--- src/rtl/vx_split_join_ctrl.sv ---
// rtl/vx_split_join_ctrl.sv - per-warp SPLIT/JOIN divergence controller ahead of the IPDOM stack
//
// Turns SPLIT/JOIN requests from the execute stage into IPDOM stack push/pop
// strobes and returns the resulting thread mask / PC redirect to the warp
// scheduler through a registered valid/ready response.
//
// Ports
//   clk, reset          clock, asynchronous active-high reset
//   req_valid/ready     request handshake (fire = req_valid & req_ready)
//   req_is_join         0 = SPLIT, 1 = JOIN
//   req_tmask           current active thread mask
//   req_taken           per-thread branch predicate (SPLIT)
//   req_next_pc         else-path PC (SPLIT)
//   stk_push, stk_pop   stack strobes, only asserted in a fire cycle
//   stk_q1, stk_q2      restore entry and else entry pushed on a divergent SPLIT
//   stk_d               stack top {fallthru, tmask, pc}, read combinationally
//   stk_empty/full      stack status
//   rsp_valid/ready     response handshake
//   rsp_tmask, rsp_pc   new thread mask and redirect target
//   rsp_pc_en           redirect PC to rsp_pc
//   rsp_diverged        SPLIT pushed an entry
//   rsp_err             JOIN on an empty stack
module vx_split_join_ctrl #(
    parameter  int NUM_THREADS = 4,
    parameter  int PC_BITS     = 32,
    localparam int ENTRYW      = 1 + NUM_THREADS + PC_BITS
) (
    input  logic                   clk,
    input  logic                   reset,
    input  logic                   req_valid,
    output logic                   req_ready,
    input  logic                   req_is_join,
    input  logic [NUM_THREADS-1:0] req_tmask,
    input  logic [NUM_THREADS-1:0] req_taken,
    input  logic [PC_BITS-1:0]     req_next_pc,
    output logic                   stk_push,
    output logic                   stk_pop,
    output logic [ENTRYW-1:0]      stk_q1,
    output logic [ENTRYW-1:0]      stk_q2,
    input  logic [ENTRYW-1:0]      stk_d,
    input  logic                   stk_empty,
    input  logic                   stk_full,
    output logic                   rsp_valid,
    input  logic                   rsp_ready,
    output logic [NUM_THREADS-1:0] rsp_tmask,
    output logic [PC_BITS-1:0]     rsp_pc,
    output logic                   rsp_pc_en,
    output logic                   rsp_diverged,
    output logic                   rsp_err
);

    typedef enum logic {
        ST_IDLE = 1'b0,
        ST_RSP  = 1'b1
    } state_t;

    state_t state;

    // SPLIT mask evaluation
    logic [NUM_THREADS-1:0] taken_m;
    logic [NUM_THREADS-1:0] else_m;
    logic                   divergent;
    logic                   stall;
    logic                   fire;

    // Stack top fields
    logic                   d_fallthru;
    logic [NUM_THREADS-1:0] d_tmask;
    logic [PC_BITS-1:0]     d_pc;

    // Response to be loaded on a fire
    logic [NUM_THREADS-1:0] nxt_tmask;
    logic [PC_BITS-1:0]     nxt_pc;
    logic                   nxt_pc_en;
    logic                   nxt_diverged;
    logic                   nxt_err;

    assign taken_m   = req_tmask & req_taken;
    assign else_m    = req_tmask & ~req_taken;
    assign divergent = (taken_m != '0) && (else_m != '0);

    // Only a divergent SPLIT needs stack space; uniform SPLITs and JOINs
    // proceed even when the stack is full.
    assign stall = !req_is_join && divergent && stk_full;

    // The output slot is free when nothing is held or the held response
    // leaves this cycle, which allows one request per cycle back-to-back.
    assign req_ready = !reset && (!rsp_valid || rsp_ready) && !stall;
    assign fire      = req_valid && req_ready;

    assign stk_push = fire && !req_is_join && divergent;
    assign stk_pop  = fire && req_is_join && !stk_empty;

    assign stk_q1 = {1'b1, req_tmask, {PC_BITS{1'b0}}};
    assign stk_q2 = {1'b0, else_m, req_next_pc};

    assign d_fallthru = stk_d[ENTRYW-1];
    assign d_tmask    = stk_d[PC_BITS +: NUM_THREADS];
    assign d_pc       = stk_d[PC_BITS-1:0];

    always_comb begin
        nxt_tmask    = req_tmask;
        nxt_pc       = '0;
        nxt_pc_en    = 1'b0;
        nxt_diverged = 1'b0;
        nxt_err      = 1'b0;
        if (!req_is_join) begin
            if (divergent) begin
                // Taken threads run first; the else path waits on the stack.
                nxt_tmask    = taken_m;
                nxt_diverged = 1'b1;
            end
        end else if (stk_empty) begin
            nxt_err = 1'b1;
        end else begin
            // stk_d is the top before this cycle's pop takes effect.
            nxt_tmask = d_tmask;
            if (!d_fallthru) begin
                nxt_pc    = d_pc;
                nxt_pc_en = 1'b1;
            end
        end
    end

    always_ff @(posedge clk or posedge reset) begin
        if (reset) begin
            state        <= ST_IDLE;
            rsp_valid    <= 1'b0;
            rsp_tmask    <= '0;
            rsp_pc       <= '0;
            rsp_pc_en    <= 1'b0;
            rsp_diverged <= 1'b0;
            rsp_err      <= 1'b0;
        end else begin
            case (state)
                ST_IDLE: begin
                    if (fire) begin
                        state        <= ST_RSP;
                        rsp_valid    <= 1'b1;
                        rsp_tmask    <= nxt_tmask;
                        rsp_pc       <= nxt_pc;
                        rsp_pc_en    <= nxt_pc_en;
                        rsp_diverged <= nxt_diverged;
                        rsp_err      <= nxt_err;
                    end
                end
                ST_RSP: begin
                    // fire implies rsp_ready here, so the held response is
                    // only replaced once the scheduler has taken it.
                    if (fire) begin
                        rsp_tmask    <= nxt_tmask;
                        rsp_pc       <= nxt_pc;
                        rsp_pc_en    <= nxt_pc_en;
                        rsp_diverged <= nxt_diverged;
                        rsp_err      <= nxt_err;
                    end else if (rsp_ready) begin
                        state     <= ST_IDLE;
                        rsp_valid <= 1'b0;
                    end
                end
                default: begin
                    state     <= ST_IDLE;
                    rsp_valid <= 1'b0;
                end
            endcase
        end
    end

endmodule
--- config.mk ---
export PLATFORM = sky130hd
export DESIGN_NAME = vx_split_join_ctrl
export DESIGN_NICKNAME = d
export VERILOG_FILES = /design/src/rtl/vx_split_join_ctrl.sv
export SDC_FILE = /design/constraint.sdc
export NUM_CORES = 1
export LEC_CHECK = 0
export BUFFER_PORTS_ARGS = -buffer_cell sky130_fd_sc_hd__buf_2
export CAP_MARGIN = 15
export CORE_MARGIN = 8
export CORE_UTILIZATION = 30
export CTS_CLUSTER_SIZE = 30
export DETAILED_ROUTE_END_ITERATION = 7
export GPL_ROUTABILITY_DRIVEN = 0
export PLACE_DENSITY = 0.69
export SYNTH_ARGS = -nofsm -noshare
export SYNTH_HDL_FRONTEND = slang
export SYNTH_SLANG_ARGS = --single-unit
--- constraint.sdc ---
create_clock -name clk -period 1.7 [get_ports clk]
set_input_delay 0.34 -clock clk [delete_from_list [all_inputs] [get_ports clk]]
set_output_delay 0.34 -clock clk [all_outputs]
set_load 0.01 [all_outputs]
==> results.sh, run 1 <==
export IMPL_core_area_sq_mm=0.00725
export IMPL_synth_area_sq_mm=0.00224
export IMPL_boundaryPins=201
export IMPL_status="finished, violations left"
export IMPL_fin_util_pct=37.9
export IMPL_worst_slack_ns=-0.132
export IMPL_critical_path_class="input port to flop"
export IMPL_ys_warn_count=0
export IMPL_synth_area_leaders="dfrtp_1, buf_4, a22o_1"
export IMPL_grt_util_all_layers_pct=10.5
export IMPL_row_count=31
export IMPL_p_leak_uw=0.00157
export IMPL_multi_input_area_sq_um=783
export IMPL_avgSynthCellArea_sq_um=10.7
export IMPL_max_freq_ghz=0.546
export IMPL_start_util_pct=30.8
export IMPL_fill_cells=756
export IMPL_postRouteAntennaNets=0
export IMPL_regArea_sq_mm=0.00103
export IMPL_dieArea_sq_mm=0.0105
export IMPL_grt_max_degree=40
export IMPL_clk_latency_ns=0.28
export IMPL_grt_setup_unrepaired="true"
export IMPL_die_h_um=102
export IMPL_dieWidth_um=102
export IMPL_crit_required_ns=1.87
export IMPL_cts_root_buf="clkbuf_8"
export IMPL_layout_min_cycle_time_ns=1.83
export IMPL_clkPwrFrac_pct=29.7
export IMPL_switching_share_pct=27.0
export IMPL_setup_violations=40
export IMPL_finalWirelength_mm=5.76
export IMPL_hold_path_class="input port to asynchronous set/reset pin"
export IMPL_clkTransAtPathRegs_ns=0.07
export IMPL_ir_worst_vdd_mv=0.430
export IMPL_drc=0
export IMPL_intPower_uw=1790
export IMPL_arrival_ns=2.00
export IMPL_cp_max_fo=39
export IMPL_crit_path_start_kind="input port"
export IMPL_cts_hold_buf=0
export IMPL_violations="negative setup slack"
export IMPL_ys_types=28
export IMPL_htreeDepth=2
export IMPL_synth_cells=209
export IMPL_vias=1692
export IMPL_fin_setup_tns_ns=-4.26
export IMPL_synth_top_cell_area_share_pct=45.9
export IMPL_final_cell_mix="buf_2, dfrtp_1, conb_1"
export IMPL_avgRoutedWirePerCell_um=14.7
export IMPL_yosysTopAreaCell="dfrtp_1"
export IMPL_p_per_area_mw_per_mm2=890
export IMPL_cp_end_kind="flop"
export IMPL_holdWs_ns=0.178
export IMPL_slew_viol_final=0
export IMPL_comb_power_share_pct=23.8
export IMPL_drt_initial_drc_count=33
export IMPL_layout_commonest_cell="buf_2"
export IMPL_antennaDiodeCount=0
export IMPL_maxCapViolations=0
export IMPL_yosysSeqAreaShare_pct=45.9
export IMPL_finClkSkew_ns=0.00374
export IMPL_fin_crit_sh_pct=108
export IMPL_cts_sinks=41
export IMPL_first_global_vias=1776
export IMPL_layout_drive_gt1_share_pct=48.1
export IMPL_fin_nets=377
export IMPL_tritoncts="done"
export IMPL_gr_total_overflow=0
export IMPL_hpwl_mm=4.58
export IMPL_p_total_uw=2450
export IMPL_portBuffers=102
export IMPL_antenna_found_initial=0
export IMPL_switchingPower_uw=662
export IMPL_grt_pass1_wl_mm=8.69
export IMPL_hold_viol=0
export IMPL_pwr_share_seq_pct=46.4
export IMPL_area_growth_syn_to_layout_pct=23.0
export IMPL_cts_buffers_inserted=5
export IMPL_drt_pass1_iter_count=4
export IMPL_clockBufferDepth=2
export IMPL_viasPerCell=4.32
export IMPL_synth_seq_cells=41
-- sequential cells by signal, indices dropped and copies added, names as in the netlist --
signal        cells
rsp_pc           32
rsp_tmask         4
rsp_diverged      1
rsp_err           1
rsp_pc_en         1
rsp_valid         1
state             1
-- cell type report --
cell class,instances,area share (%)
inverters,2,0.273
multi-input cells,119,28.5
repair buffers,124,25.7
clock buffers,5,2.50
clock inverters,2,1.27
flip-flops and latches,41,37.3
well taps,99,4.50
-- cell families after synthesis --
| group | count (synthesis) | synth area share [%] |
|---|---|---|
| AO/OA/AOI/OAI | 48 | 18.5 |
| buffers and inverters | 81 | 26.6 |
| flip-flops | 41 | 45.9 |
| other | 2 | 0.336 |
| AND/OR/NAND/NOR | 37 | 8.72 |
-- through the flow --
step | worst slack [ns] | instances | cell area, sq um
2_1_floorplan | -0.157 | 241 | 2380
3_3_place_gp | -0.232 | 380 | 2580
3_5_place_dp | -0.237 | 380 | 2580
4_1_cts | -0.133 | 392 | 2750
5_1_grt | -0.168 | 392 | 2750
6_report | -0.132 | 392 | 2750
-- cell usage after synthesis, drive strengths merged --
cell,n
a21oi,1
dfrtp,41
nor2,3
nor2b,6
buf,79
a21o,1
nand2,14
o21ai,1
or4,1
nand2b,5
or2b,1
or2,1
a31oi,1
a31o,1
a311oi,2
a22oi,2
o22a,1
a2bb2oi,1
nand3,4
nor3,2
conb,2
a22o,32
a32o,5
inv,2
-- power groups by stage --
stage | Clock, uW | Sequential, uW | Combinational (uW)
finish | 729 | 1140 | 583
global route | 817 | 1150 | 644
CTS | 777 | 1140 | 592
detailed placement | 0 | 1150 | 556
global placement | 0 | 1150 | 546
floorplan | 0 | 1200 | 382
-- routing by layer --
| layer | part of all wire (%) | track usage [%] |
|---|---|---|
| met1 | 41 | 12.5 |
| met2 | 46 | 16.6 |
| met3 | 11 | 3.68 |
| met4 | 2.5 | 4.85 |
| met5 | 0 | 0 |
-- final timing paths --
check / depth (start not counted) / slack (ns) / from / end
max in group asynchronous: 4 / 1.07 / reset / rsp_pc[27]$_DFFE_PP0P_
worst min-delay path: 3 / 0.18 / reset / rsp_pc[14]$_DFFE_PP0P_
worst max register to register: 6 / 0.05 / rsp_valid$_DFFE_PP0P_ / rsp_tmask[0]$_DFFE_PP0P_
min in group clk: 2 / 0.28 / stk_d[7] / rsp_pc[7]$_DFFE_PP0P_
worst min register to register: 1 / 0.48 / rsp_pc_en$_DFFE_PP0P_ / rsp_pc_en$_DFFE_PP0P_
worst max-delay path: 8 / -0.13 / req_tmask[0] / rsp_tmask[0]$_DFFE_PP0P_
-- worst max-delay path, cell delays in order --
cell     delay (ns)
buf_6          0.09
nor2b_4        0.11
or4_4          0.55
buf_4          0.15
buf_4          0.15
a31o_1         0.20
buf_12         0.18
a32o_1         0.22
-- timing repair --
| item | in CTS | in global routing |
|---|---|---|
| endpoints found under the setup margin | 3 | 41 |
| pin swaps | 6 | 0 |
| cloned | 0 | 0 |
| endpoints found under the hold margin | 0 | 0 |
| setup buffers | 5 | 0 |
| gates resized for setup | 7 | 0 |
No activity file was read; power rests on OpenSTA's default activity.
==> run 2, diff against run 1 <==
--- a/config.mk
+++ b/config.mk
@@ -8,11 +8,11 @@
 export BUFFER_PORTS_ARGS = -buffer_cell sky130_fd_sc_hd__buf_2
 export CAP_MARGIN = 15
 export CORE_MARGIN = 8
-export CORE_UTILIZATION = 30
+export CORE_UTILIZATION = 34
 export CTS_CLUSTER_SIZE = 30
 export DETAILED_ROUTE_END_ITERATION = 7
 export GPL_ROUTABILITY_DRIVEN = 0
-export PLACE_DENSITY = 0.69
+export PLACE_DENSITY = 0.77
 export SYNTH_ARGS = -nofsm -noshare
 export SYNTH_HDL_FRONTEND = slang
 export SYNTH_SLANG_ARGS = --single-unit
==> run 2 against run 1 <==
Net effect: the flow still finishes with violations (negative setup slack); final area decreased by 1.2%; sequential share of layout area increased by 0.46 points; die area decreased by 10%; worst setup slack got worse by 0.012 ns; hold slack improved by 0.018 ns; via count increased by 1.6%; critical path depth decreased by 3; clock power increased by 2%.
==> results.sh, run 2 (synthesis results as in run 1) <==
export IMPL_status="finished, violations left"
export IMPL_violations="negative setup slack"
export IMPL_cp_max_fo=4
export IMPL_hold_viol=0
export IMPL_cp_slowest_stage_delay_ns=0.55
export IMPL_final_cell_mix="buf_2, dfrtp_1, conb_1"
export IMPL_largest_reg_flops=32
export IMPL_core_area_sq_mm=0.00635
export IMPL_dr_wl_met3_um=692
export IMPL_cp_end_kind="output port"
export IMPL_viasPerCell=4.65
export IMPL_highest_signal_layer="met4"
export IMPL_layout_drive_gt1_share_pct=47.8
export IMPL_maxCapViolations=0
export IMPL_cts_root_buf="clkbuf_8"
export IMPL_layout_min_cycle_time_ns=1.84
export IMPL_die_h_um=97.1
export IMPL_pwr_share_seq_pct=46.1
export IMPL_hold_path_class="input port to asynchronous set/reset pin"
export IMPL_switchingPower_uw=674
export IMPL_arrival_ns=1.50
export IMPL_row_count=29
export IMPL_postRouteAntennaNets=0
export IMPL_crit_required_ns=1.36
export IMPL_drt_met1_wl_mm=2.28
export IMPL_slew_headroom_pct=54.6
export IMPL_finClkSkew_ns=0.00457
export IMPL_finalWirelength_mm=5.71
export IMPL_holdWs_ns=0.196
export IMPL_drc=0
export IMPL_grt_max_degree=24
export IMPL_intPower_uw=1790
export IMPL_fin_nets=377
export IMPL_critPathTopFamily="simple AND/OR/NAND/NOR gates"
export IMPL_dieWidth_um=97.1
export IMPL_htreeDepth=2
export IMPL_gr_total_overflow=0
export IMPL_antennaDiodeCount=0
export IMPL_start_util_pct=35.2
export IMPL_avgRoutedWirePerCell_um=15.4
export IMPL_tritoncts="done"
export IMPL_portBuffers=102
export IMPL_max_freq_ghz=0.542
export IMPL_wl_met2_mm=2.59
export IMPL_fin_util_pct=42.8
export IMPL_critical_path_class="input port to output port"
export IMPL_area_growth_syn_to_layout_pct=21.5
export IMPL_p_leak_uw=0.00156
export IMPL_worst_slack_ns=-0.144
export IMPL_p_per_area_mw_per_mm2=907
export IMPL_worst_slew_pin_slew_ns=0.677
export IMPL_path_cells="buf_6, nor2b_4, or4_4, a311oi_2, buf_2"
export IMPL_dieArea_sq_mm=0.00943
export IMPL_grt_pass1_wl_mm=9.58
export IMPL_switching_share_pct=27.3
export IMPL_first_global_vias=1944
export IMPL_path_buf_inv=2
export IMPL_fin_crit_sh_pct=108
export IMPL_cts_hold_buf=0
export IMPL_vias=1719
export IMPL_drt_initial_drc_count=44
export IMPL_comb_power_share_pct=23.9
export IMPL_top_register="rsp_pc"
export IMPL_cts_sinks=41
export IMPL_r2r_start="rsp_valid$_DFFE_PP0P_"
export IMPL_rrSetupSlack_ns=0.11
export IMPL_clkTransAtPathRegs_ns=0.08
export IMPL_slew_viol_final=0
export IMPL_slowest_stage="or4_4"
export IMPL_clk_latency_ns=0.28
export IMPL_r2r_end="rsp_pc[28]$_DFFE_PP0P_"
export IMPL_hpwl_mm=4.50
export IMPL_fill_cells=634
export IMPL_largestRegisters="rsp_pc: 32 flops, rsp_tmask: 4 flops"
export IMPL_antenna_found_initial=0
export IMPL_clockBufferDepth=2
export IMPL_ir_worst_vdd_mv=0.471
export IMPL_layout_commonest_cell="buf_2"
export IMPL_setup_violations=9
export IMPL_grt_util_all_layers_pct=12.2
export IMPL_grt_setup_unrepaired="true"
export IMPL_clkPwrFrac_pct=30.0
export IMPL_boundaryPins=201
export IMPL_drt_pass1_iter_count=6
export IMPL_cts_buffers_inserted=5
export IMPL_crit_path_start_kind="input port"
export IMPL_r2r_cells=6
[run 2: power by group through the flow]
stage / Clock [uW] / Sequential, uW / Combinational (uW)
6_report: 740 / 1140 / 589
3_5_place_dp: 0 / 1160 / 552
2_1_floorplan: 0 / 1200 / 382
4_1_cts: 773 / 1140 / 576
3_3_place_gp: 0 / 1150 / 540
5_1_grt: 814 / 1150 / 650
[run 2: worst max path at each step]
| stage | cells after the start | from | to | slack [ns] |
|---|---|---|---|---|
| 6_report | 5 | req_tmask[0] | req_ready | -0.14 |
| 5_1_grt | 5 | req_tmask[0] | req_ready | -0.21 |
| 4_1_cts | 5 | req_tmask[0] | req_ready | -0.15 |
| 3_5_place_dp | 6 | req_tmask[2] | rsp_tmask[1]$_DFFE_PP0P_ | -0.23 |
| 3_3_place_gp | 5 | req_tmask[2] | req_ready | -0.21 |
| 2_1_floorplan | 7 | req_tmask[2] | rsp_pc[14]$_DFFE_PP0P_ | -0.16 |
[run 2: through the flow]
stage	cell area (sq um)	power (uW)	cells	setup TNS (ns)	worst slack, ns
global route	2720	2610	370	-0.974	-0.205
CTS	2690	2490	368	-0.287	-0.153
floorplan	2380	1580	241	-3.52	-0.157
global placement	2550	1690	359	-6.86	-0.212
detailed placement	2550	1710	359	-7.94	-0.233
finish	2720	2460	370	-0.228	-0.144
[run 2: layer usage]
metal / vias to the layer above / GRT usage (%)
li1: 788 / -
met1: 801 / 13.0
met2: 106 / 19.6
met3: 24 / 6.54
met4: 0 / 5.09
met5: - / 0
[run 2: cell type report]
type	instances	area, sq um	share of cell area, %
Sequential cell	41	1030	37.8
Clock inverter	2	35.0	1.29
Timing Repair Buffer	124	706	26.0
Clock buffer	5	68.8	2.53
Multi-Input combinational cell	119	778	28.6
Tap cell	77	96.3	3.55
Inverter	2	7.51	0.276
[run 2: worst register-to-register path: stages (launching register included)]
cell and delay [ns]:
dfrtp_1 0.39, nor2b_4 0.14, or2_4 0.25, buf_4 0.15, nor3_4 0.16, buf_4 0.25
a22o_1 0.18
[run 2: what timing repair did]
item                       in CTS  in global routing
setup buffers                   2                  2
pin swaps                       2                  2
setup endpoints to repair      23                 33
gates cloned                    0                  0
gates resized for setup         5                  4
==> run 3, diff against run 2 <==
--- a/config.mk
+++ b/config.mk
@@ -5,10 +5,11 @@
 export SDC_FILE = /design/constraint.sdc
 export NUM_CORES = 1
 export LEC_CHECK = 0
+export ABC_AREA = 1
 export BUFFER_PORTS_ARGS = -buffer_cell sky130_fd_sc_hd__buf_2
 export CAP_MARGIN = 15
 export CORE_MARGIN = 8
-export CORE_UTILIZATION = 34
+export CORE_UTILIZATION = 36
 export CTS_CLUSTER_SIZE = 30
 export DETAILED_ROUTE_END_ITERATION = 7
 export GPL_ROUTABILITY_DRIVEN = 0
==> run 3 against run 2 <==
Net effect: largest cell class unchanged; clock-buffer cell count up 2; the run now ends clean; register-to-register slack improved by 0.07 ns; clock power fell by 4.2%; clock skew grew 0.0045 ns; synthesized area up 15%.
==> results.sh, run 3 <==
export IMPL_viasPerCell=4.35
export IMPL_layout_drive_gt1_share_pct=36.3
export IMPL_slew_viol_final=0
export IMPL_grt_util_all_layers_pct=12.5
export IMPL_cp_slowest_stage_delay_ns=0.41
export IMPL_drc=0
export IMPL_cts_sinks=41
export IMPL_status="complete, no violations"
export IMPL_grt_setup_unrepaired="true"
export IMPL_largestRegisters="rsp_pc: 32 flops, rsp_tmask: 4 flops"
export IMPL_layout_commonest_cell="nand2_1"
export IMPL_start_util_pct=36.3
export IMPL_top_register="rsp_pc"
export IMPL_cp_depth=6
export IMPL_die_h_um=101
export IMPL_critPathTopFamily="flip-flops"
export IMPL_crit_end="stk_pop"
export IMPL_drt_pass1_iter_count=4
export IMPL_hold_path_class="input port to asynchronous set/reset pin"
export IMPL_synthArstFlopShare_pct=100
export IMPL_core_area_sq_mm=0.00710
export IMPL_largest_reg_flops=32
export IMPL_synth_top_cell_area_share_pct=39.8
export IMPL_avgRoutedWirePerCell_um=13.0
export IMPL_cp_end_kind="output port"
export IMPL_r2r_start="rsp_valid$_DFFE_PP0P_"
export IMPL_timing_critical_path_from="rsp_valid$_DFFE_PP0P_"
export IMPL_dieWidth_um=101
export IMPL_path_cells="inv_2, nor2_2, nor2_4, nand3_4, nor3_4, buf_2"
export IMPL_fin_setup_tns_ns=0
export IMPL_dpl_cell_area_sq_mm=0.00281
export IMPL_vias=2166
export IMPL_stdcell_area_sq_mm=0.00296
export IMPL_portBuffers=102
export IMPL_fill_cells=755
export IMPL_layout_min_cycle_time_ns=1.66
export IMPL_yosysTopAreaCell="dfrtp_1"
export IMPL_cp_max_fo=3
export IMPL_ys_flop_type="dfrtp_1"
export IMPL_p_per_area_mw_per_mm2=832
export IMPL_cts_buffers_inserted=5
export IMPL_ys_types=19
export IMPL_path_buf_inv=2
export IMPL_drt_initial_drc_count=65
export IMPL_synth_cells=329
export IMPL_r2r_cells=10
export IMPL_tritoncts="done"
export IMPL_holdWs_ns=0.0823
export IMPL_grt_pass1_wl_mm=10.4
export IMPL_ir_worst_vdd_mv=0.290
export IMPL_htreeDepth=2
export IMPL_setup_violations=0
export IMPL_r2r_end="rsp_pc[11]$_DFFE_PP0P_"
export IMPL_yosysSeqAreaShare_pct=39.8
export IMPL_clockBufferDepth=2
export IMPL_dieArea_sq_mm=0.0101
export IMPL_cts_root_buf="clkbuf_8"
export IMPL_slowest_stage="dfrtp_1"
export IMPL_maxCapViolations=0
export IMPL_synth_area_sq_mm=0.00257
export IMPL_ys_warn_count=0
export IMPL_arrival_ns=1.32
export IMPL_postRouteAntennaNets=0
export IMPL_hold_viol=0
export IMPL_finalWirelength_mm=6.45
export IMPL_synth_area_leaders="dfrtp_1, buf_4, nand2_1"
export IMPL_first_global_vias=2255
export IMPL_synth_seq_cells=41
export IMPL_antenna_found_initial=0
export IMPL_critical_path_class="flop to output port"
export IMPL_row_count=31
export IMPL_fin_nets=482
export IMPL_fin_crit_sh_pct=97.4
export IMPL_final_cell_mix="nand2_1, buf_2, dfrtp_1"
export IMPL_antennaDiodeCount=0
export IMPL_max_freq_ghz=0.604
export IMPL_clkTransAtPathRegs_ns=0.08
export IMPL_boundaryPins=201
export IMPL_crit_path_start_kind="flop"
export IMPL_area_growth_syn_to_layout_pct=14.8
export IMPL_synth_most_common_cell="nand2_1"
export IMPL_grt_max_degree=34
export IMPL_avgSynthCellArea_sq_um=7.83
export IMPL_crit_required_ns=1.36
export IMPL_clk_latency_ns=0.29
export IMPL_rrSetupSlack_ns=0.18
export IMPL_hpwl_mm=5.18
export IMPL_synth_edf_count=0
export IMPL_finClkSkew_ns=0.00908
export IMPL_gr_total_overflow=0
export IMPL_p_leak_uw=0.00189
export IMPL_synth_top_cells_by_count="nand2_1, buf_4, dfrtp_1, nand3_1, inv_1"
==> run 3: changes by cell type after synthesis, moves of 10 or more <==
| cell | before | now |
|---|---|---|
| inv_1 | 2 | 17 |
| nand3_1 | 4 | 37 |
| a22o_1 | 32 | 0 |
| nand2_1 | 14 | 124 |
| nand2_2 | 0 | 10 |
==> run 3: how the worst min path moves through the flow <==
stage | start | end | slack, ns | cells past startpoint
3_3_place_gp | reset | rsp_diverged$_DFFE_PP0P_ | 0.38 | 2
3_5_place_dp | reset | rsp_tmask[0]$_DFFE_PP0P_ | 0.38 | 2
5_1_grt | reset | rsp_err$_DFFE_PP0P_ | 0.1 | 2
2_1_floorplan | rsp_ready | state$_DFF_PP0_ | 0.44 | 1
4_1_cts | reset | rsp_err$_DFFE_PP0P_ | 0.07 | 2
6_report | reset | rsp_err$_DFFE_PP0P_ | 0.08 | 2
==> run 3: area by class of cell <==
| cell class | count | area (sq um) | area share, % |
|---|---|---|---|
| Multi-Input combinational cell | 217 | 977 | 33.1 |
| Inverter | 21 | 81.3 | 2.75 |
| Clock buffer | 7 | 96.3 | 3.26 |
| Tap cell | 99 | 124 | 4.19 |
| Timing Repair Buffer | 112 | 642 | 21.7 |
| Sequential cell | 41 | 1030 | 34.7 |
| Clock inverter | 1 | 8.76 | 0.296 |
==> run 3: cell families (layout without fill, tap and decap cells) <==
logic type,Yosys count,in the layout,synth area share [%]
AO/OA/AOI/OAI,3,3,0.583
buffers and inverters,103,141,28.0
flip-flops,41,41,39.8
other,2,34,0.292
AND/OR/NAND/NOR,180,180,31.2
==> run 3: power by group <==
group	internal (uW)	leakage (uW)	switching (uW)
registers	1080	0.000553	59.0
clock network	375	0.0000549	334
logic	240	0.00129	373
==> run 3: through the flow <==
stage,utilization [%],std cells,setup WS (ns),total power (uW)
after detailed placement,39.5,488,0.0172,1760
after CTS,41.3,498,-0.0112,2490
final,41.6,498,0.0447,2460
after global routing,41.6,498,-0.0230,2620
after floorplan,-,361,0.0890,1640
after global placement,39.5,488,0.0790,1740
==> run 3: layer usage <==
| layer | GRT usage, % | vias up | routed length [um] |
|---|---|---|---|
| met2 | 22.8 | 87 | 3320 |
| li1 | - | 1035 | - |
| met3 | 3.80 | 12 | 440 |
| met5 | 0 | - | 0 |
| met1 | 13.5 | 1032 | 2600 |
| met4 | 4.07 | 0 | 99 |
==> run 3: what timing repair did <==
item | CTS | global route
pin swaps | 0 | 1
hold buffers | 0 | 0
setup buffers | 2 | 0
endpoints found under the setup margin | 2 | 3
gates resized for setup | 2 | 6
